File: config.mk
export PLATFORM = sky130hd
export DESIGN_NAME = mult_dispatch
export DESIGN_NICKNAME = d
export VERILOG_FILES = /design/src/rtl/mult_dispatch.sv
export SDC_FILE = /design/constraint.sdc
export NUM_CORES = 1
export LEC_CHECK = 0
export ABC_AREA = 1
export CAP_MARGIN = 25
export CORE_ASPECT_RATIO = 1.25
export CORE_UTILIZATION = 59
export CTS_BUF_LIST = sky130_fd_sc_hd__clkbuf_8
export DETAILED_ROUTE_END_ITERATION = 10
export PLACE_DENSITY_LB_ADDON = 0.15
export SYNTH_ARGS = -nofsm -noshare
export SYNTH_HDL_FRONTEND = slang
export SYNTH_SLANG_ARGS = --single-unit
File: constraint.sdc
create_clock -name clk -period 2.9 [get_ports clk]
set_input_delay 0.435 -clock clk [delete_from_list [all_inputs] [get_ports clk]]
set_output_delay 0.435 -clock clk [all_outputs]
set_load 0.02 [all_outputs]
File: src/rtl/mult_dispatch.sv
// Convolution operand dispatcher: loads a kernel, then fans each image pixel out into
// one multiplier operand pair per kernel tap, tagged with its full-convolution coordinate.
module mult_dispatch #(
    parameter int K_DIM  = 3,
    parameter int I_DIM  = 8,
    parameter int M_BITS = 16,
    parameter int K_SIZE = K_DIM * K_DIM,
    parameter int T_BITS = $clog2(K_SIZE + 1),
    parameter int I_BITS = $clog2(I_DIM + 1),
    parameter int O_DIM  = K_DIM + I_DIM - 1,
    parameter int O_BITS = $clog2(O_DIM + 1)
) (
    input  logic                         clk,
    input  logic                         rstn,
    input  logic [M_BITS-1:0]            k_data,
    input  logic                         k_last,
    input  logic                         k_valid,
    output logic                         k_ready,
    input  logic [M_BITS-1:0]            in_data,
    input  logic [1:0][I_BITS-1:0]       in_user,
    input  logic                         in_last,
    input  logic                         in_valid,
    output logic                         in_ready,
    output logic [M_BITS-1:0]            mul_a,
    output logic [M_BITS-1:0]            mul_b,
    output logic [1:0][O_BITS-1:0]       mul_user,
    output logic                         mul_last,
    output logic                         mul_valid,
    input  logic                         mul_ready
);

    typedef enum logic [1:0] {LOAD, IDLE, ISSUE} state_t;

    localparam logic [T_BITS-1:0] LAST_TAP = T_BITS'(K_SIZE - 1);
    localparam logic [T_BITS-1:0] LAST_COL = T_BITS'(K_DIM - 1);

    state_t state;
    state_t state_next;

    logic [M_BITS-1:0] kernel [K_SIZE];
    logic [T_BITS-1:0] load_idx;
    logic [T_BITS-1:0] tap;
    logic [T_BITS-1:0] tap_row;
    logic [T_BITS-1:0] tap_col;
    logic [M_BITS-1:0] pix;
    logic [I_BITS-1:0] row;
    logic [I_BITS-1:0] col;
    logic              last_q;

    logic k_fire;
    logic in_fire;
    logic mul_fire;
    logic tap_end;
    logic load_end;

    assign k_fire   = k_valid && k_ready;
    assign in_fire  = in_valid && in_ready;
    assign mul_fire = mul_valid && mul_ready;
    assign tap_end  = (tap == LAST_TAP);
    assign load_end = k_fire && (k_last || (load_idx == LAST_TAP));

    always_ff @(posedge clk) begin
        if (!rstn) begin
            state <= LOAD;
        end else begin
            state <= state_next;
        end
    end

    always_comb begin
        state_next = state;
        case (state)
            LOAD: begin
                if (load_end) begin
                    state_next = IDLE;
                end
            end
            IDLE: begin
                if (in_valid) begin
                    state_next = ISSUE;
                end
            end
            ISSUE: begin
                if (mul_ready && tap_end) begin
                    if (last_q) begin
                        state_next = LOAD;
                    end else if (in_valid) begin
                        state_next = ISSUE;
                    end else begin
                        state_next = IDLE;
                    end
                end
            end
            default: state_next = LOAD;
        endcase
    end

    // in_ready in ISSUE lets the next pixel slip in on the final tap with no bubble
    always_comb begin
        k_ready   = 1'b0;
        in_ready  = 1'b0;
        mul_valid = 1'b0;
        mul_a     = '0;
        mul_b     = '0;
        mul_user  = '0;
        mul_last  = 1'b0;
        case (state)
            LOAD: begin
                k_ready = 1'b1;
            end
            IDLE: begin
                in_ready = 1'b1;
            end
            ISSUE: begin
                mul_valid   = 1'b1;
                in_ready    = tap_end && mul_ready && !last_q;
                mul_a       = pix;
                mul_b       = kernel[tap];
                mul_user[1] = O_BITS'(row) + O_BITS'(tap_row);
                mul_user[0] = O_BITS'(col) + O_BITS'(tap_col);
                mul_last    = last_q && tap_end;
            end
            default: begin
                k_ready = 1'b0;
            end
        endcase
    end

    // An early k_last zeroes the taps above it so no stale weights survive a reload
    always_ff @(posedge clk) begin
        if (!rstn) begin
            load_idx <= '0;
            for (int i = 0; i < K_SIZE; i++) begin
                kernel[i] <= '0;
            end
        end else if (k_fire) begin
            load_idx <= load_end ? '0 : load_idx + T_BITS'(1);
            for (int i = 0; i < K_SIZE; i++) begin
                if (T_BITS'(i) == load_idx) begin
                    kernel[i] <= k_data;
                end else if (load_end && (T_BITS'(i) > load_idx)) begin
                    kernel[i] <= '0;
                end
            end
        end
    end

    always_ff @(posedge clk) begin
        if (!rstn) begin
            pix     <= '0;
            row     <= '0;
            col     <= '0;
            last_q  <= 1'b0;
            tap     <= '0;
            tap_row <= '0;
            tap_col <= '0;
        end else if (in_fire) begin
            pix     <= in_data;
            row     <= in_user[1];
            col     <= in_user[0];
            last_q  <= in_last;
            tap     <= '0;
            tap_row <= '0;
            tap_col <= '0;
        end else if (mul_fire && !tap_end) begin
            tap <= tap + T_BITS'(1);
            if (tap_col == LAST_COL) begin
                tap_col <= '0;
                tap_row <= tap_row + T_BITS'(1);
            end else begin
                tap_col <= tap_col + T_BITS'(1);
            end
        end
    end

endmodule

==> flow_summary.toml, run 1 <==
[place]
io_buffers = 90
gp_congestion = 0.916
place_inst = 1270
hpwl_um = 13700

[detailed_routing]
wl_per_cell_um = 16.8
drt_wl_total_um = 21900
drc = 0
antenna_left = 0
dr.pass1.iters = 5
routed_via_density = 5.56
drt_iter0_drc = 594
num_vias = 7242

[setup_path]
worstSetupPathType = "reg -> out"
slowest_delay_ns = 0.61
cp_cell_sequence = "inv_1, ha_2, buf_6, inv_1, nor2_1, clkdlybuf4s50_1"
start_kind = "register"
slowest_stage = "clkdlybuf4s50_1"
critPathCaptureType = "output pin"
worst_ep_required_time_ns = 2.47
cp.arrival_ns = 2.32
critPathMaxFanout = 23
cpMostUsedCell = "inv_1"

[sta]
setup_viol = 0
fin_skew_ns = 0.00987
grt_setup_unrepaired = "false"
fin_crit_sh = 0.950
fmax_ghz = 0.363
layout_min_cycle_time_ns = 2.76
hold_viol_final = 0
worst_pin_slew_ns = 0.427
slew_viol_final = 0
slew_headroom = 0.713

[final_layout]
num_antenna_cells = 0
nets = 1172
post-route-util = 0.711
regArea_um2 = 5110
area_growth_pct = 17.9
multi_input_area_um2 = 3300
drive_above_1_share = 0.0732
nFillCells = 1128
instances_no_fill = 1302

[synthesis]
synth_xor_area_frac = 0.0117
synth_top_family_by_area = "simple AND/OR/NAND/NOR gates"
syn_nets = 1089
ys_seq_area_frac = 0.567
synth_top_area_cell = "edfxtp_1"
synth_top_area_share = 0.427
synth_area_per_cell_um2 = 8.80
ys_warn_count = 0
synthAdderAreaFrac = 0.0267
synth_compound_area_frac = 0.0940
syn_area_um2 = 9010
synth-simple-area-share = 0.234
synth_edf_count = 128
yosys.cell_count.top_type = "nor2_1"
synthMuxAreaShare = 0
ys_top_cells_by_count = "nor2_1, nand2_1, edfxtp_1, inv_1, nand3_1"
synth_cell_types = 38
synth-async-reset-ratio = 0
ys.flop_type = "edfxtp_1"
ys_ff_latch = 191
synth_top_cells_by_area = "edfxtp_1, dfxtp_1, nor2_1, nand2_1, nand3_1"
postSynthCellCount = 1024

[global_routing]
grt_usage = 0.293
grt_pass1_vias = 6813
grt_pass1_wl_um = 34800
antenna_found_initial = 0
gr-total-overflow = 0
grt_max_degree = 37

[power_and_ir_drop]
seq_power_share = 0.490
pwr-share-comb = 0.270
switching_share = 0.325
power_density_nw_per_um2 = 716
power_uw = 7600
p_leak_uw = 0.00466
p_int_uw = 5130
ir_drop_mv = 0.522
power_frac_clock = 0.240
p_sw_uw = 2470

[cts]
cts_buffer_depth = 2
clk_latency_ns = 0.48
htree_levels = 4
root_buffer = "clkbuf_8"
cts_inserted_buffers = 17
path_clk_slew_ns = 0.09
tritoncts = "done"
cts.sinks = 191

[floorplanning]
die_w_um = 113
design.core.area_um2 = 15000
boundaryPins = 91
fp.dieH_um = 140
start_util = 0.603
rows = 50
die_area_um2 = 15800

[hold_path]
hold_class = "reg -> reg"

[status]
outcome = "completed"

[flow_run]
max-cap-violations = 0
==> registers in the layout (all words and copies together), names as in the netlist, named ones only <==
register / flops
tap_row: 4
tap: 4
load_idx: 4
last_q: 1
kernel: 144
pix: 16
col: 4
row: 4
state: 2
tap_col: 4
==> worst max-delay path, delay by kind of cell, from the launching register on <==
family                   cells  cell delay (ns)
AND/OR/NAND/NOR              1             0.13
adder cells (fa/ha/maj)      1             0.27
buffers and inverters        4             1.11
flip-flops                   1             0.33
==> power by group through the flow <==
| stage | registers [µW] | logic (µW) | clock network, µW |
|---|---|---|---|
| 2_1_floorplan | 3740 | 1390 | 0 |
| 3_3_place_gp | 3780 | 1970 | 0 |
| 3_5_place_dp | 3790 | 2020 | 0 |
| 4_1_cts | 3730 | 2050 | 1860 |
| 5_1_grt | 3780 | 2260 | 1950 |
| 6_report | 3730 | 2050 | 1830 |
==> metrics by stage <==
stage	cell area (µm²)	setup TNS, ns	hold slack, ns	setup slack, ns
2_1_floorplan	9010	0	0.441	0.699
3_3_place_gp	10100	0	0.448	0.437
3_5_place_dp	10100	0	0.454	0.396
4_1_cts	10600	-0.0246	0.467	-0.0134
5_1_grt	10600	0	0.481	0.00415
6_report	10600	0	0.464	0.144
==> cells in the final DEF, fill, tap and decap left out, types with 3 or more instances in the layout <==
cell | netlist | final
inv_2 | 7 | 7
nor2_1 | 200 | 200
clkdlybuf4s50_1 | 0 | 74
nand2_1 | 182 | 182
inv_1 | 90 | 92
bufinv_16 | 0 | 3
xor2_1 | 10 | 10
nand2_4 | 7 | 7
buf_12 | 0 | 3
ha_1 | 16 | 15
o22ai_1 | 21 | 21
nor2_2 | 3 | 3
o21ai_0 | 51 | 51
buf_6 | 0 | 4
nand4_1 | 7 | 7
dlymetal6s2s_1 | 0 | 14
a21oi_1 | 59 | 59
edfxtp_1 | 128 | 128
dfxtp_1 | 63 | 61
clkbuf_8 | 0 | 20
buf_4 | 8 | 21
nor3_1 | 6 | 6
o211ai_1 | 16 | 16
nand3_1 | 83 | 83
==> per-layer routing <==
metal | up-vias | track usage | wire, µm
li1 | 3567 | - | -
met1 | 3336 | 0.356 | 8550
met2 | 305 | 0.504 | 10900
met3 | 34 | 0.0662 | 1860
met4 | 0 | 0.117 | 519
met5 | - | 0 | 0
==> cell families (layout without fill, tap and decap cells) <==
family	Yosys count	count (layout)
buf+inv	152	248
simple gates	498	498
compound gates	153	153
xor+xnor	12	12
flops	191	191
fa+ha+maj	18	18
==> what timing repair did <==
item / CTS / global route
buffers inserted: 0 / 0
gates resized for setup: 11 / 18
endpoints found under the setup margin: 16 / 20
hold buffers: 0 / 0
==> area by class of cell <==
type	instances	area share
flip-flops and latches	191	0.481
repair buffers	118	0.113
clock buffers	20	0.0259
multi-input cells	681	0.311
well taps	182	0.0214
clock inverters	12	0.0134
inverters	98	0.0349
==> worst paths after layout <==
kind | from | endpoint | slack (ns) | depth (start not counted)
max | state[0]$_SDFFE_PN0P_ | mul_user[3] | 0.14 | 6
min | pix[7]$_SDFFE_PN0P_ | pix[7]$_SDFFE_PN0P_ | 0.46 | 2
max reg2reg | load_idx[0]$_SDFFE_PN0N_ | kernel[0][0]$_SDFFCE_PP0P_ | 0.45 | 12
min reg2reg | pix[7]$_SDFFE_PN0P_ | pix[7]$_SDFFE_PN0P_ | 0.46 | 2
(Power assumes the default switching activity.)
==> inputs of run 2 (changes only) <==
Settings changed: CORE_UTILIZATION 59 to 35.
==> run 2 against run 1 <==
Sequential cell count unchanged. Clock power decreased by 8%. Die area increased by 67%. Utilization decreased by 28 points. Non-clock buffer count increased by 4. Critical path depth unchanged. Design area increased by 2.0%. Register-to-register slack got worse by 0.06 ns. Cell count increased by 12%. Setup slack improved by 0.010 ns. First-iteration DRC count decreased by 31%.
==> flow_summary.toml, run 2 (synthesized netlist as in run 1, its figures left out) <==
[final_layout]
regArea_um2 = 5110
area_growth_pct = 20.3
reg_top3 = "kernel x144, pix x16"
nets = 1176
largest_reg_flops = 144
final_cell_mix = "nor2_1, nand2_1, edfxtp_1"
regMostFlops = "kernel"
final_common_cell = "nor2_1"
multi_input_area_um2 = 3310
stdcell_area_um2 = 10800
post-route-util = 0.428
num_antenna_cells = 0
drive_above_1_share = 0.0783
nFillCells = 2514

[global_routing]
gr-total-overflow = 0
grt_max_degree = 53
grt_pass1_vias = 6928
grt_usage = 0.191
antenna_found_initial = 0
grt_pass1_wl_um = 38600

[setup_path]
start_kind = "register"
cpLargestDelayFamily = "buffers and inverters"
cp_num_buf_inv = 2
worstSetupPathType = "reg -> out"
slowest_delay_ns = 0.62
cp_cell_sequence = "ha_1, inv_1, fa_1, xor2_1, nor2_1, clkdlybuf4s50_1"
cp.arrival_ns = 2.31
critPathCaptureType = "output pin"
critPathMaxFanout = 5
slowest_stage = "clkdlybuf4s50_1"
worst_ep_required_time_ns = 2.47

[place]
hpwl_um = 15500
pre_cts_slack_ns = 0.261
placed_cell_area_um2 = 10400
io_buffers = 90
gp_congestion = 0.816

[power_and_ir_drop]
switching_share = 0.342
pwr-share-comb = 0.281
p_leak_uw = 0.00460
p_sw_uw = 2570
p_int_uw = 4950
power_frac_clock = 0.223
ir_drop_mv = 0.347
seq_power_share = 0.496
power_uw = 7530
power_density_nw_per_um2 = 695

[status]
outcome = "completed"

[floorplanning]
die_w_um = 145
start_util = 0.356
die_area_um2 = 26400
fp.dieH_um = 181
boundaryPins = 91
design.core.area_um2 = 25300
rows = 65

[cts]
clk_latency_ns = 0.46
htree_levels = 4
cts_setup_buffers = 0
cts_buffer_depth = 2
cts.sinks = 191
path_clk_slew_ns = 0.10
cts_inserted_buffers = 17
tritoncts = "done"
root_buffer = "clkbuf_8"
cts.hold.buffers_added = 0

[sta]
slew_headroom = 0.704
worst_pin_slew_ns = 0.444
fin_skew_ns = 0.0143
fin_crit_sh = 0.947
layout_min_cycle_time_ns = 2.75
fin_ws_ns = 0.154
grt_setup_unrepaired = "false"
finalSetupTns_ns = 0
slew_viol_final = 0
setup_viol = 0
fmax_ghz = 0.364
hold_viol_final = 0

[detailed_routing]
antenna_left = 0
drc = 0
routed_via_density = 4.93
drt_iter0_drc = 409
wl_per_cell_um = 17.0
dr.pass1.iters = 4
drt_wl_total_um = 24800
num_vias = 7196

[flow_run]
max-cap-violations = 0

[hold_path]
hold_class = "reg -> reg"
run 2: cell types whose count changed in the layout (fill, tap and decap cells not counted), moves of 2 or more:
cell / delta
buf_4: +3
clkdlybuf4s50_1: +3
clkinv_4: +3
dlymetal6s2s_1: -3
bufinv_16: -2
clkbuf_16: +2
clkbuf_8: -2
inv_1: -2
run 2: routing by layer:
metal	part of all wire	track usage	wire [µm]
met5	0	0	0
met4	0.013	0.0589	334
met3	0.040	0.0329	992
met2	0.50	0.336	12500
met1	0.44	0.237	11000
run 2: path summary, 6_finish.rpt:
path              cells after the start                    endpoint                       from  slack [ns]
hold / removal                        2   kernel[8][5]$_SDFFE_PP0P_  kernel[8][5]$_SDFFE_PP0P_        0.46
setup / recovery                      6                 mul_user[6]    tap_row[0]$_SDFFE_PP0P_        0.15
setup reg to reg                     12  kernel[0][3]$_SDFFCE_PP0P_      state[0]$_SDFFE_PN0P_        0.39
hold reg to reg                       2   kernel[8][5]$_SDFFE_PP0P_  kernel[8][5]$_SDFFE_PP0P_        0.46
run 2: what timing repair did:
action	in CTS	in global routing
gates cloned	0	2
gates resized for setup	5	19
setup endpoints to repair	15	16
run 2: final cells by class:
type	instances	share of cell area
timing repair buffer	122	0.115
multi-input combinational	681	0.306
clock inverter	14	0.0110
inverter	98	0.0342
tap	335	0.0387
clock buffer	18	0.0229
sequential	191	0.472
run 2: per-stage QoR:
step	instances	hold WS [ns]
2_1_floorplan	1024	0.441
3_3_place_gp	1425	0.448
3_5_place_dp	1425	0.453
4_1_cts	1457	0.466
5_1_grt	1459	0.478
6_report	1459	0.465
run 2: worst reg2reg max path: stages, from the launching register on:
cell	delay, ns
dfxtp_1	0.37
inv_1	0.13
ha_1	0.30
nand3_1	0.23
nor2_1	0.11
nand2_1	0.10
nor2_1	0.06
nor2_1	0.13
nand2_1	0.09
nor2_2	0.20
nand2_8	0.13
inv_2	0.33
nor2_1	0.09
run 2: power by group through the flow:
stage	clock network [µW]	registers (µW)	logic [µW]
6_report	1680	3730	2120
5_1_grt	1830	3790	2360
4_1_cts	1730	3730	2120
3_5_place_dp	0	3790	2110
3_3_place_gp	0	3780	2090
2_1_floorplan	0	3740	1390
==> inputs of run 3 (changes only) <==
Settings changed: CTS_BUF_LIST sky130_fd_sc_hd__clkbuf_8 to default.
==> run 3 against run 2 <==
First-iteration DRC count grew 5.1%. Worst hold slack lost 0.0037 ns. Critical path depth grew 3. Routed wire length shrank 2.0%. Register-to-register slack gained 0.03 ns.
==> flow_summary.toml, run 3 (synthesized netlist as in run 1, its figures left out) <==
[sta]
fin_ws_ns = 0.141
worst_pin_slew_ns = 0.446
hold_viol_final = 0
finalSetupTns_ns = 0
slew_viol_final = 0
slew_headroom = 0.702
layout_min_cycle_time_ns = 2.76
grt_setup_unrepaired = "false"
setup_viol = 0
fin_skew_ns = 0.0133
fmax_ghz = 0.362
fin_crit_sh = 0.951

[final_layout]
largest_reg_flops = 144
regMostFlops = "kernel"
area_growth_pct = 21.6
reg_top3 = "kernel x144, pix x16"
drive_above_1_share = 0.0758
post-route-util = 0.433
nFillCells = 2491
final_common_cell = "nor2_1"
nets = 1174
final_cell_mix = "nor2_1, nand2_1, edfxtp_1"
num_antenna_cells = 0

[power_and_ir_drop]
p_leak_uw = 0.00459
ir_drop_mv = 0.380
power_density_nw_per_um2 = 733

[cts]
clk_latency_ns = 0.43
root_buffer = "clkbuf_16"
cts_inserted_buffers = 17
cts_buffer_depth = 2
cts_setup_buffers = 0
tritoncts = "done"
cts.sinks = 191
path_clk_slew_ns = 0.07
htree_levels = 4

[setup_path]
start_kind = "register"
worst_ep_required_time_ns = 2.47
cp.arrival_ns = 2.32
critPathMaxFanout = 46
worstSetupPathType = "reg -> out"
rr_worst_depth = 12
critPathCaptureType = "output pin"

[floorplanning]
rows = 65
die_w_um = 145
start_util = 0.356
fp.dieH_um = 181
die_area_um2 = 26400
design.core.area_um2 = 25300
boundaryPins = 91

[place]
io_buffers = 90
gp_congestion = 0.816
hpwl_um = 15500
pre_cts_slack_ns = 0.261

[global_routing]
antenna_found_initial = 0
grt_max_degree = 53
grt_pass1_wl_um = 38600
grt_pass1_vias = 6936
grt_usage = 0.191
gr-total-overflow = 0

[detailed_routing]
drc = 0
num_vias = 7178
drt_wl_total_um = 24300
wl_per_cell_um = 16.7
routed_via_density = 4.93
antenna_left = 0
drt_iter0_drc = 430
dr.pass1.iters = 6

[hold_path]
hold_class = "reg -> reg"
holdPathStages = 2

[flow_run]
max-cap-violations = 0

[status]
outcome = "completed"
## run 3: cell count changes in the layout (fill, tap and decap cells not counted), sizes merged
cell and change:
inv -1, dlygate4sd2 -2, bufinv -1, clkdlybuf4s50 +5, dlymetal6s2s -3
## run 3: per-layer routing
metal  track usage  vias to the layer above  part of all wire
met3        0.0329                       23             0.042
met1         0.238                     3424              0.44
met2         0.336                      162              0.50
met5             0                        -                 0
met4        0.0564                        0             0.013
li1              -                     3569                 -
## run 3: path summary, 6_finish.rpt
check,from,endpoint,slack [ns]
max reg2reg,load_idx[0]$_SDFFE_PN0N_,kernel[0][8]$_SDFFCE_PP0P_,0.42
max,register,mul_b[8],0.14
min,kernel[8][5]$_SDFFE_PP0P_,kernel[8][5]$_SDFFE_PP0P_,0.46
min reg2reg,kernel[8][5]$_SDFFE_PP0P_,kernel[8][5]$_SDFFE_PP0P_,0.46
## run 3: power by group
part | total (µW) | switching (µW) | internal (µW)
combinational | 2080 | 1430 | 656
clock | 2220 | 1040 | 1180
sequential | 3730 | 149 | 3580
total | 8030 | 2620 | 5410
## run 3: worst max-delay path, cell delays in order (launching register included)
cell and delay [ns]:
dfxtp_2 0.35, inv_1 0.11, buf_12 0.25, o21ai_0 0.11, o22ai_1 0.11, nand2_1 0.08
nand3_1 0.10, o211ai_1 0.11, inv_1 0.07, clkdlybuf4s50_1 0.60
## run 3: cell type report
class	instances	area, µm²	area share
Clock inverter	12	85.1	0.00777
Clock buffer	20	468	0.0427
Sequential cell	191	5110	0.467
Timing Repair Buffer	120	1190	0.108
Tap cell	335	419	0.0383
Multi-Input combinational cell	681	3310	0.303
Inverter	98	368	0.0336
## run 3: repair_timing
| action | 4_1_cts | 5_1_grt |
|---|---|---|
| endpoints found under the setup margin | 10 | 24 |
| gates resized for setup | 2 | 11 |
| hold buffers | 0 | 0 |
## run 3: metrics by stage
step | cells | hold slack, ns | power [µW] | cell area, µm²
2_1_floorplan | 1024 | 0.441 | 5140 | 9010
3_3_place_gp | 1425 | 0.448 | 5870 | 10400
3_5_place_dp | 1425 | 0.453 | 5900 | 10400
4_1_cts | 1457 | 0.463 | 8120 | 10900
5_1_grt | 1457 | 0.473 | 8490 | 11000
6_report | 1457 | 0.461 | 8030 | 11000
==> variant: new RTL, settings of run 2 <==
Set the parameter `K_DIM` to 6 (it was 3).
--- a/src/rtl/mult_dispatch.sv
+++ b/src/rtl/mult_dispatch.sv
@@ -1,7 +1,7 @@
 // Convolution operand dispatcher: loads a kernel, then fans each image pixel out into
 // one multiplier operand pair per kernel tap, tagged with its full-convolution coordinate.
 module mult_dispatch #(
-    parameter int K_DIM  = 3,
+    parameter int K_DIM  = 6,
     parameter int I_DIM  = 8,
     parameter int M_BITS = 16,
     parameter int K_SIZE = K_DIM * K_DIM,
Function: no difference found for any inputs over 4 cycles, from zero or initial values and one cycle with rstn low; that may be too few to reach the edited logic, so the function may still have changed.
==> variant against run 2 <==
The run now ends with setup timing left. Total power grew to 3.2 times the old value. Synthesized area rose to 3.4 times the old value. Clock skew grew 28 ps. Sequential power rose to 3.0 times the old value. Setup slack got worse by 380 ps. Synthesized cell count increased to 3.4 times the old value. Cell area grew to 3.5 times the old value. Wire length rose to 4.3 times the old value. Critical path type unchanged. Sequential cell count is 440 higher.
==> variant: results (changes against run 2) <==
synth_cell_types: 43  # +13%
slowest_delay_ps: 380  # -240 ps
holdWs_ps: 248  # -216 ps
htree_levels: 3  # -1
setup_slack_ps: -229  # -383 ps
grt_max_degree: 49  # -7.5%
place_area_um2: 34200  # +230%
clock_latency_ps: 770  # +310 ps
via_count: 24500  # +240%
first_pass_iters: 6  # +2
dp_hpwl_mm: 66.4  # +330%
hold_class: "in -> reg"
slew_violations: 0  # unchanged
crit_family: "buffers and inverters"
cp.arrival_ps: 2690  # +380 ps
clk_pin_slew_ps: 60  # -40 ps
crit_slowest_cell: "dfxtp_4"
synth-main-ff-cell: "edfxtp_1"
ys_top_cells_by_area: "edfxtp_1, nand2_1, nor2_1, nand3_1, inv_1"
gp_congestion: 0.891  # +9.2%
nets: 3738  # +220%
leakage_uw: 0.0162  # +250%
synth_edf_count: 576  # +350%
cts_buffers: 103  # +86
p_int_uw: 16900  # +240%
track_usage_pct: 23.9  # +4.9 points
drive_gt1_share_pct: 18.0  # +10 points
ir_worst_vdd_v: 0.000365  # +5.1%
status: "complete, but fails checks"
hold_viol: 0  # unchanged
r2r_slack_ps: 250  # -140 ps
io_buffers: 90  # unchanged
tightest_slew_ps: 1120  # +675 ps
top_regs: "kernel (576), pix (16)"
grt_pass1_wl_mm: 155  # +300%
finalSetupViolCount: 16  # +16
synth_common_cells: "nand2_1, nor2_1, edfxtp_1"
skew_ps: 42.3  # +28.0 ps
yosysSeqAreaShare_pct: 60.7  # +4.0 points
cts_buffer_depth: 3  # +1
routed_wl_mm: 106  # +330%
yosys_warnings: 0  # unchanged
initialDrtViolationCount: 1744  # +330%
antenna_found_initial: 2  # +2
violations: "setup timing"
worstPathMaxFanout: 8  # +3
synth_fp_nets: 3514  # +220%
grt_pass1_vias: 24400  # +250%
variant: what timing repair did:
item,in CTS,in global routing
setup buffers,15,5
gates resized for setup,251,167
cloned,12,12
endpoints found under the hold margin,0,0
setup endpoints to repair,34,42
pin swaps,43,68
variant: cell type report:
cell class                 instances  area [µm²]
inverter                         364        1400
timing repair inverter             3        28.8
fill                            8374       47500
antenna                            1        2.50
sequential                       631       18400
tap                             1159        1450
clock inverter                    74         464
clock buffer                     110        1510
timing repair buffer             348        4210
multi-input combinational       2219       10800
variant: metal layers:
metal	vias to the layer above	global-route usage, %	wire length, µm
met5	-	0	0
met4	0	10.8	4530
met3	185	2.77	5250
met2	817	43.8	54600
met1	11900	28.0	41600
li1	11600	-	-
variant: power by group through the flow:
stage	Combinational [µW]	Clock (µW)	Sequential, µW
finish	5430	7740	11100
global route	5860	8240	11100
CTS	5000	7920	11100
detailed placement	4390	0	11300
global placement	4410	0	11200
floorplan	2490	0	11200
variant: path summary, 6_finish.rpt:
check,startpoint,end,cells after the start
max,flip-flop,mul_b[13],13
min,rstn,state[0],4
max reg2reg,state[0],kernel[12][4],11
min reg2reg,pix[8],pix[8],2
variant: through the flow:
stage               setup slack (ps)  TNS (ps)  power, µW  cells
finish                          -229     -2900      24200   4909
CTS                             -305     -4330      24000   4893
global route                    -301     -4210      25300   4909
global placement                -188      -551      15700   4683
detailed placement              -161      -406      15700   4683
floorplan                       28.5         0      13700   3446
variant: logic make-up after synthesis:
kind of cell | Yosys count | share of synthesized area, %
xor gates and xnor gates | 13 | 0.376
DFF | 631 | 60.7
and+or+nand+nor | 2023 | 27.3
buffers and inverters | 596 | 7.67
AOI/OAI and AO/OA | 162 | 3.05
adders and majority gates | 21 | 0.916
